--- src/rtl/enet_tx_arb.sv ---
// Frame-atomic two-source arbiter in front of the MAC TX write port, with a beat limit
// that truncates runaway frames. Define ENET_TX_ARB_STATS_EN to get per-source frame counters.
module enet_tx_arb #(
  parameter int MAX_BEATS     = 379,
  parameter bit RR_EN_DEFAULT = 1'b1
) (
  input  logic        wr_clk_i,
  input  logic        wr_rst_i,
  input  logic        enable_i,
  input  logic        rr_mode_i,
  input  logic        s0_valid_i,
  input  logic [31:0] s0_data_i,
  input  logic [3:0]  s0_strb_i,
  input  logic        s0_last_i,
  output logic        s0_accept_o,
  input  logic        s1_valid_i,
  input  logic [31:0] s1_data_i,
  input  logic [3:0]  s1_strb_i,
  input  logic        s1_last_i,
  output logic        s1_accept_o,
  output logic        valid_o,
  output logic [31:0] data_o,
  output logic [3:0]  strb_o,
  output logic        last_o,
  input  logic        accept_i,
  output logic        busy_o,
  output logic        trunc_err_o,
  input  logic        err_clr_i,
  output logic [15:0] s0_frames_o,
  output logic [15:0] s1_frames_o
);

  typedef enum logic [1:0] {IDLE, GRANT, DISCARD} state_t;

  localparam logic [15:0] BEAT_LIM = 16'(MAX_BEATS - 1);

  state_t      state_q, state_d;
  logic        grant_q, grant_d;
  logic        last_grant_q, last_grant_d;
  logic [15:0] beat_cnt_q, beat_cnt_d;
  logic        trunc_q, trunc_d;
  logic        mode_q;

  logic        sel_valid, sel_last, sel_accept, force_last, trunc_set;
  logic [31:0] sel_data;
  logic [3:0]  sel_strb;
  logic        req0, req1;

  assign sel_valid  = grant_q ? s1_valid_i : s0_valid_i;
  assign sel_data   = grant_q ? s1_data_i  : s0_data_i;
  assign sel_strb   = grant_q ? s1_strb_i  : s0_strb_i;
  assign sel_last   = grant_q ? s1_last_i  : s0_last_i;
  assign force_last = (beat_cnt_q == BEAT_LIM);
  assign req0       = enable_i & s0_valid_i;
  assign req1       = enable_i & s1_valid_i;

  always_comb begin
    state_d      = state_q;
    grant_d      = grant_q;
    last_grant_d = last_grant_q;
    beat_cnt_d   = beat_cnt_q;
    trunc_set    = 1'b0;
    sel_accept   = 1'b0;
    valid_o      = 1'b0;
    data_o       = 32'd0;
    strb_o       = 4'd0;
    last_o       = 1'b0;
    case (state_q)
      IDLE: begin
        if (req0 | req1) begin
          state_d = GRANT;
          if (req0 & req1) grant_d = mode_q ? ~last_grant_q : 1'b0;
          else             grant_d = req1;
        end
      end
      GRANT: begin
        valid_o    = sel_valid;
        data_o     = sel_data;
        strb_o     = sel_strb;
        last_o     = sel_valid & (sel_last | force_last);
        sel_accept = accept_i;
        if (sel_valid & accept_i) begin
          if (sel_last) begin
            state_d      = IDLE;
            last_grant_d = grant_q;
            beat_cnt_d   = 16'd0;
          end else if (force_last) begin
            // Truncated: the rest of the source frame is swallowed in DISCARD
            state_d    = DISCARD;
            trunc_set  = 1'b1;
            beat_cnt_d = 16'd0;
          end else begin
            beat_cnt_d = beat_cnt_q + 16'd1;
          end
        end
      end
      DISCARD: begin
        sel_accept = 1'b1;
        if (sel_valid & sel_last) begin
          state_d      = IDLE;
          last_grant_d = grant_q;
        end
      end
      default: state_d = IDLE;
    endcase
  end

  assign trunc_d     = trunc_set ? 1'b1 : (err_clr_i ? 1'b0 : trunc_q);
  assign s0_accept_o = sel_accept & ~grant_q;
  assign s1_accept_o = sel_accept & grant_q;
  assign busy_o      = (state_q != IDLE);
  assign trunc_err_o = trunc_q;

  always_ff @(posedge wr_clk_i) begin
    if (wr_rst_i) begin
      state_q      <= IDLE;
      grant_q      <= 1'b0;
      last_grant_q <= 1'b1;
      beat_cnt_q   <= 16'd0;
      trunc_q      <= 1'b0;
      mode_q       <= RR_EN_DEFAULT;
    end else begin
      state_q      <= state_d;
      grant_q      <= grant_d;
      last_grant_q <= last_grant_d;
      beat_cnt_q   <= beat_cnt_d;
      trunc_q      <= trunc_d;
      // Mode only follows the pin while idle so a frame never sees it change
      if (state_q == IDLE) mode_q <= rr_mode_i;
    end
  end

`ifdef ENET_TX_ARB_STATS_EN
  logic        frame_done;
  logic [15:0] s0_frames_q, s1_frames_q;

  assign frame_done = (state_q == GRANT) & sel_valid & accept_i & (sel_last | force_last);

  always_ff @(posedge wr_clk_i) begin
    if (wr_rst_i) begin
      s0_frames_q <= 16'd0;
      s1_frames_q <= 16'd0;
    end else if (frame_done) begin
      if (grant_q) s1_frames_q <= s1_frames_q + 16'd1;
      else         s0_frames_q <= s0_frames_q + 16'd1;
    end
  end

  assign s0_frames_o = s0_frames_q;
  assign s1_frames_o = s1_frames_q;
`else
  assign s0_frames_o = 16'd0;
  assign s1_frames_o = 16'd0;
`endif

endmodule

--- config.mk ---
export PLATFORM = sky130hd
export DESIGN_NAME = enet_tx_arb
export DESIGN_NICKNAME = d
export VERILOG_FILES = /design/src/rtl/enet_tx_arb.sv
export SDC_FILE = /design/constraint.sdc
export NUM_CORES = 1
export LEC_CHECK = 0
export ABC_AREA = 1
export BUFFER_PORTS_ARGS = -buffer_cell sky130_fd_sc_hd__buf_4
export CAP_MARGIN = 5
export CORE_MARGIN = 2
export CORE_UTILIZATION = 23
export DETAILED_ROUTE_END_ITERATION = 16
export GPL_ROUTABILITY_DRIVEN = 0
export PLACE_DENSITY = 0.62
export SKIP_LAST_GASP = 1
export SYNTH_ARGS = -nofsm -noshare
export SYNTH_HDL_FRONTEND = slang
export SYNTH_SLANG_ARGS = --single-unit
--- constraint.sdc ---
create_clock -name wr_clk_i -period 3.65 [get_ports wr_clk_i]
set_clock_uncertainty 0.15 [all_clocks]
set_input_delay 0.5475 -clock wr_clk_i [delete_from_list [all_inputs] [get_ports wr_clk_i]]
set_output_delay 0.5475 -clock wr_clk_i [all_outputs]
set_load 0.03 [all_outputs]
==> results of run 1 <==
[through the flow]
step	hold WS [ns]	setup slack, ns	cells	total power [mW]	cell area [µm²]
floorplan	0.295	1.43	370	0.736	2170
global placement	0.321	1.31	558	0.954	2940
detailed placement	0.335	1.28	558	0.957	2940
CTS	0.339	0.973	561	1.11	2980
global route	0.344	0.775	561	1.17	2980
finish	0.335	0.968	561	1.10	2980
[flip-flops by register name, summed over array words and instances, names as in the netlist]
register / cells
beat_cnt_q: 16
grant_q: 1
mode_q: 1
state_q: 2
trunc_err_o: 1
last_grant_q: 1
[cells in the final DEF (no fill, tap or decap), types with 2 or more instances in the layout]
master and count:
sky130_fd_sc_hd__a21oi_1 6, sky130_fd_sc_hd__buf_4 125, sky130_fd_sc_hd__clkbuf_8 3, sky130_fd_sc_hd__conb_1 32, sky130_fd_sc_hd__dfxtp_1 22, sky130_fd_sc_hd__ha_1 5, sky130_fd_sc_hd__inv_1 19, sky130_fd_sc_hd__inv_2 2
sky130_fd_sc_hd__nand2_1 41, sky130_fd_sc_hd__nand2_2 2, sky130_fd_sc_hd__nand2_4 4, sky130_fd_sc_hd__nand3_1 10, sky130_fd_sc_hd__nand3_2 2, sky130_fd_sc_hd__nand4_1 4, sky130_fd_sc_hd__nor2_1 105, sky130_fd_sc_hd__nor2_2 3
sky130_fd_sc_hd__nor2_4 3, sky130_fd_sc_hd__nor3_1 5, sky130_fd_sc_hd__o21ai_0 44, sky130_fd_sc_hd__xnor2_1 3, sky130_fd_sc_hd__xor2_1 8
[layer usage]
layer	vias up	GRT usage [%]
met1	1045	16.4
met2	92	22.6
li1	1229	-
met5	-	0
met3	9	1.93
met4	0	4.32
[layout make-up]
type	count	area, µm²	area share, %
Multi-Input combinational cell	280	1330	44.7
Clock buffer	3	41.3	1.39
Sequential cell	22	440	14.8
Tap cell	108	135	4.53
Inverter	23	93.8	3.15
Timing Repair Buffer	125	938	31.5
[cells by family (layout without fill, tap and decap cells)]
kind of cell | after synthesis | in the layout | synth area share (%)
other cells | 1 | 32 | 0.183
simple gates | 180 | 180 | 38.3
xor+xnor | 11 | 11 | 4.70
flops | 22 | 22 | 21.5
compound gates | 52 | 52 | 13.1
fa+ha+maj | 5 | 5 | 3.05
buf+inv | 68 | 151 | 19.2
[how the worst max path moves through the flow]
stage | start | to | slack, ns | depth (start not counted)
after floorplan | state_q[1]$_SDFFE_PP0P_ | data_o[0] | 1.43 | 6
after global placement | grant_q$_SDFFE_PP0P_ | last_o | 1.31 | 8
after detailed placement | grant_q$_SDFFE_PP0P_ | last_o | 1.28 | 8
after CTS | grant_q$_SDFFE_PP0P_ | last_o | 0.97 | 8
after global routing | grant_q$_SDFFE_PP0P_ | last_o | 0.77 | 8
final | grant_q$_SDFFE_PP0P_ | last_o | 0.97 | 8
[Yosys cell counts, types with 4 or more instances]
cell type / count
sky130_fd_sc_hd__dfxtp_1: 22
sky130_fd_sc_hd__nand4_1: 4
sky130_fd_sc_hd__xor2_1: 8
sky130_fd_sc_hd__nand2_1: 41
sky130_fd_sc_hd__nand2_4: 4
sky130_fd_sc_hd__nor2_1: 105
sky130_fd_sc_hd__o21ai_0: 44
sky130_fd_sc_hd__inv_1: 19
sky130_fd_sc_hd__ha_1: 5
sky130_fd_sc_hd__buf_4: 32
sky130_fd_sc_hd__nor3_1: 5
sky130_fd_sc_hd__clkbuf_1: 6
sky130_fd_sc_hd__a21oi_1: 6
sky130_fd_sc_hd__nand3_1: 10
[critical path, cell delays in order (launching register included)]
cell	delay [ns]
sky130_fd_sc_hd__dfxtp_1	0.32
sky130_fd_sc_hd__inv_2	0.47
sky130_fd_sc_hd__nand2_1	0.13
sky130_fd_sc_hd__nand2_2	0.14
sky130_fd_sc_hd__clkinv_1	0.12
sky130_fd_sc_hd__nand2_1	0.11
sky130_fd_sc_hd__nand2_1	0.06
sky130_fd_sc_hd__nor2_1	0.16
sky130_fd_sc_hd__buf_4	0.19
[power by group through the flow]
stage	Sequential (mW)	Combinational [mW]	Clock [mW]
detailed placement	0.272	0.685	0
floorplan	0.271	0.465	0
global route	0.269	0.741	0.163
finish	0.267	0.682	0.151
CTS	0.267	0.687	0.157
global placement	0.271	0.682	0
==> results.py, run 1 <==
metrics = {
    "cells_and_area": {
        "fillers": 948,
        "nets": 542,
        "fin_util_pct": 34.3,
        "antenna_fix_cells": 0,
        "drive_above_1_share_pct": 32.2,
        "synthToLayoutAreaGrowth_pct": 45.4,
    },
    "yosys": {
        "yosys.cell_types.count": 29,
        "post-synth-top-area-fraction_pct": 21.5,
        "synth_area_per_cell_um2": 6.05,
        "syn-cell-area_um2": 2050,
        "synthDominantAreaCellType": "sky130_fd_sc_hd__dfxtp_1",
        "netlist_instances": 339,
        "synthTopCellsByArea": "sky130_fd_sc_hd__dfxtp_1 (21%), sky130_fd_sc_hd__nor2_1 (19%), sky130_fd_sc_hd__buf_4 (12%), sky130_fd_sc_hd__o21ai_0 (11%), sky130_fd_sc_hd__nand2_1 (7.5%)",
        "async_reset_ff_share_pct": 0,
        "synth.yosys.warnings": 0,
        "ys_seq_area_share_pct": 21.5,
        "synth_register_bits": 22,
        "synth-edff-count": 0,
        "synth_flop_cell": "sky130_fd_sc_hd__dfxtp_1",
    },
    "detailed_routing": {
        "wl_met2_um": 3310,
        "wire_per_inst_um": 11.8,
        "routed-wl-met3_um": 400,
        "detailroute.via_count": 2375,
        "detailedRoute.firstPassIterationCount": 4,
        "remaining_number_of_nets_flagged_by_the_antenna_check_after_routing": 0,
        "routed_wirelength_um": 6610,
        "routed.top_layer": "met4",
        "route.layer.met1.wl_um": 2770,
        "drt_drc_violations_left": 0,
        "via_per_inst": 4.23,
        "drt-initial-drc-count": 60,
    },
    "status": {
        "run_status": "finished, final reports clean",
    },
    "power_and_ir_drop": {
        "power_report.internal_total_mw": 0.566,
        "power.share.clock_pct": 13.8,
        "power_switching_share_pct": 48.6,
        "power_switching_mw": 0.534,
        "sequential_power_share_pct": 24.2,
        "power.ir.vdd_worst_v": 0.000127,
        "power_density_nw_per_um2": 369,
        "static_leakage_power_nw": 1.51,
        "combinationalPowerShare_pct": 62.0,
    },
    "grt": {
        "grt_first_pass_wirelength_um": 10300,
        "grt_pass1_vias": 2128,
        "global_route.overflow_total": 0,
        "initial_antenna_violation_count": 0,
        "globalRouteTotalUtil_pct": 13.0,
        "grt_start_max_net_pins": 42,
    },
    "critical_path": {
        "worst-setup-path-type": "reg -> out",
        "timing.critical_path.required_ns": 2.95,
        "crit_path_end_kind": "output pin",
        "worst-endpoint-arrival_ns": 1.98,
        "worstReg2RegStart": "grant_q$_SDFFE_PP0P_",
        "cp-start-kind": "flop",
        "critPathMaxFanout": 39,
        "reg2reg_setup_slack_ns": 1.69,
        "worstRegToRegCells": 9,
        "rr_endpoint": "beat_cnt_q[8]$_SDFFE_PP0P_",
    },
    "worst_hold_path": {
        "holdPathEnd": "beat_cnt_q[1]$_SDFFE_PP0P_",
        "hold_path_depth": 2,
        "holdCritStartpoint": "wr_rst_i",
        "worstHoldPathType": "in -> reg",
    },
    "floorplanning": {
        "chipHeight_um": 98.4,
        "floorplan.initialDensity_pct": 23.6,
        "dieArea_um2": 9680,
        "die_span_in_x_um": 98.4,
        "io_pins": 156,
        "floorplan.core_area_um2": 8680,
        "row_count": 34,
    },
    "cts": {
        "postCtsResizedCells": 0,
        "hold_buffers": 0,
        "root_buffer": "sky130_fd_sc_hd__clkbuf_8",
        "tritoncts": "done",
        "cts_sinks": 22,
        "post_cts_buffers": 0,
        "cts_made_buffers": 3,
        "cts.clk_slew.worst_paths_ns": 0.07,
        "cts-root-to-sink-buffers": 2,
        "ctsHtreeMaxLevel": 1,
        "worst_skew_pair.late_latency_ns": 0.27,
    },
    "sta": {
        "finalHoldViolations": 0,
        "setup_total_negative_slack_ns": 0,
        "final_report_max_slew_violation_count": 0,
        "finalWorstPathRequiredPeriod_ns": 2.68,
        "report.final.setup_viol": 0,
        "tightest_slew_ns": 0.633,
        "rsz_0062_raised_after_global_routing": "no",
        "timing.max_slew.rel_slack_pct": 57.8,
        "timing.fmax_mhz": 373,
        "fin_crit_sh_pct": 73.5,
    },
    "placement": {
        "port_buffers": 123,
        "detailed_place_hpwl_um": 5450,
    },
    "job": {
        "max_cap_violations": 0,
    },
}
No activity file was read; power rests on OpenSTA's default activity.
==> run 2: changes to the inputs <==
--- a/config.mk
+++ b/config.mk
@@ -12,7 +12,7 @@
 export CORE_UTILIZATION = 23
 export DETAILED_ROUTE_END_ITERATION = 16
 export GPL_ROUTABILITY_DRIVEN = 0
-export PLACE_DENSITY = 0.62
+export PLACE_DENSITY = 0.64
 export SKIP_LAST_GASP = 1
 export SYNTH_ARGS = -nofsm -noshare
 export SYNTH_HDL_FRONTEND = slang
==> constraint.sdc (replaced) <==
create_clock -name wr_clk_i -period 2.18 [get_ports wr_clk_i]
set_clock_uncertainty 0.15 [all_clocks]
set_input_delay 0.327 -clock wr_clk_i [delete_from_list [all_inputs] [get_ports wr_clk_i]]
set_output_delay 0.327 -clock wr_clk_i [all_outputs]
set_load 0.03 [all_outputs]
==> results.py, run 2 (synthesis results as in run 1) <==
metrics = {
    "cts": {
        "worst_skew_pair.late_latency_ns": 0.27,
        "root_buffer": "sky130_fd_sc_hd__clkbuf_8",
        "cts.clk_slew.worst_paths_ns": 0.08,
        "cts_sinks": 22,
        "cts_made_buffers": 3,
        "post_cts_buffers": 0,
        "cts-root-to-sink-buffers": 2,
        "hold_buffers": 0,
        "ctsHtreeMaxLevel": 1,
        "postCtsResizedCells": 0,
        "tritoncts": "done",
    },
    "critical_path": {
        "critPathMaxFanout": 3,
        "rr_endpoint": "beat_cnt_q[8]$_SDFFE_PP0P_",
        "cp-start-kind": "flop",
        "worst-setup-path-type": "reg -> out",
        "crit_path_frequent_cell": "sky130_fd_sc_hd__nand2_1",
        "max_incr_delay_on_cp_ns": 0.33,
        "reg2reg_setup_slack_ns": 0.50,
        "worstRegToRegCells": 7,
        "worst-endpoint-arrival_ns": 1.56,
        "crit_path_end_kind": "output pin",
        "timing.critical_path.required_ns": 1.70,
        "slowest_cp_cell": "sky130_fd_sc_hd__dfxtp_1",
        "critical_path.cell_chain": "inv_1, ha_1, nand2_1, nor2_2, nand2_1, nand2_1, nand2_1, nor2_2, buf_4",
        "worstReg2RegStart": "beat_cnt_q[1]$_SDFFE_PP0P_",
    },
    "floorplanning": {
        "row_count": 34,
        "die_span_in_x_um": 98.4,
        "io_pins": 156,
        "floorplan.core_area_um2": 8680,
        "dieArea_um2": 9680,
        "floorplan.initialDensity_pct": 23.6,
        "chipHeight_um": 98.4,
    },
    "worst_hold_path": {
        "holdCritStartpoint": "wr_rst_i",
        "holdPathEnd": "beat_cnt_q[1]$_SDFFE_PP0P_",
        "worstHoldPathType": "in -> reg",
        "hold_path_depth": 2,
    },
    "detailed_routing": {
        "detailedRoute.firstPassIterationCount": 4,
        "remaining_number_of_nets_flagged_by_the_antenna_check_after_routing": 0,
        "via_per_inst": 4.27,
        "routed_wirelength_um": 6630,
        "drt-initial-drc-count": 63,
        "drt_drc_violations_left": 0,
        "detailroute.via_count": 2406,
        "wire_per_inst_um": 11.8,
    },
    "cells_and_area": {
        "final_common_cell": "sky130_fd_sc_hd__buf_4",
        "largest_register_ffs": 16,
        "mostFrequentLayoutCells": "sky130_fd_sc_hd__buf_4 (125), sky130_fd_sc_hd__nor2_1 (104), sky130_fd_sc_hd__o21ai_0 (44)",
        "nets": 543,
        "synthToLayoutAreaGrowth_pct": 47.6,
        "fillers": 933,
        "drive_above_1_share_pct": 32.7,
        "fin_util_pct": 34.8,
        "stdcell_area_um2": 3020,
        "largest_registers": "beat_cnt_q: 16 flops, state_q: 2 flops",
        "antenna_fix_cells": 0,
        "largest_register": "beat_cnt_q",
        "layoutNonFillerInstCount": 563,
    },
    "grt": {
        "grt_first_pass_wirelength_um": 10400,
        "globalRouteTotalUtil_pct": 12.9,
        "initial_antenna_violation_count": 0,
        "global_route.overflow_total": 0,
        "busiest_layer": "met2",
        "grtUsageMet1_pct": 16.0,
        "grt.met3_usage_pct": 1.72,
        "grt_pass1_vias": 2217,
        "grt_start_max_net_pins": 39,
        "groute.layer.met2.usage_pct": 23.1,
    },
    "status": {
        "run_status": "finished, final reports clean",
    },
    "sta": {
        "final_report_max_slew_violation_count": 0,
        "fin_hold_ws_ns": 0.122,
        "fin_crit_sh_pct": 93.4,
        "setup_total_negative_slack_ns": 0,
        "report.final.setup_viol": 0,
        "timing.fmax_mhz": 491,
        "finalWorstPathRequiredPeriod_ns": 2.04,
        "finalHoldViolations": 0,
        "rsz_0062_raised_after_global_routing": "yes",
        "final_critical_path_setup_slack_ns": 0.144,
    },
    "power_and_ir_drop": {
        "power.ir.vdd_worst_v": 0.000238,
        "design_power_total_mw": 1.98,
        "static_leakage_power_nw": 1.53,
        "power_density_nw_per_um2": 655,
    },
    "placement": {
        "placedInstanceArea_um2": 2950,
        "port_buffers": 123,
        "pre_cts_ws_ns": 0.360,
        "detailed_place_hpwl_um": 5580,
        "dp.cells": 559,
    },
    "job": {
        "max_cap_violations": 0,
    },
}
-- run 2: layer usage --
layer	part of all wire [%]	routed length [µm]
met3	6.4	426
met2	50	3340
met1	41	2730
met4	1.9	129
met5	0	0
-- run 2: worst max-delay path, delay by kind of cell (launching register included) --
family,cells,cell delay [ns]
AND/OR/NAND/NOR,6,0.56
flip-flops,1,0.33
buffers and inverters,2,0.25
adder cells (fa/ha/maj),1,0.14
-- run 2: area by class of cell --
class	count	area, µm²	share of cell area, %
Clock buffer	3	41.3	1.37
Inverter	23	93.8	3.10
Clock inverter	1	30.0	0.993
Multi-Input combinational cell	280	1330	44.1
Sequential cell	22	440	14.6
Tap cell	108	135	4.47
Timing Repair Buffer	126	950	31.4
-- run 2: worst max path at each step --
stage                                from    endpoint  slack, ns  cells past startpoint
3_5_place_dp      state_q[1]$_SDFFE_PP0P_  data_o[30]       0.36                      6
4_1_cts           state_q[1]$_SDFFE_PP0P_  data_o[30]       0.06                      6
6_report       beat_cnt_q[0]$_SDFFE_PP0P_      last_o       0.14                      9
3_3_place_gp      state_q[1]$_SDFFE_PP0P_  data_o[30]       0.37                      6
2_1_floorplan     state_q[1]$_SDFFE_PP0P_   data_o[0]       0.18                      6
5_1_grt        beat_cnt_q[0]$_SDFFE_PP0P_      last_o      -0.04                      9
-- run 2: power by group --
part	internal (mW)	switching [mW]	total (mW)	leakage, nW
Combinational	0.399	0.748	1.15	1.31
Sequential	0.431	0.0168	0.448	0.178
Clock	0.246	0.140	0.386	0.0357
Total	1.08	0.905	1.98	1.53
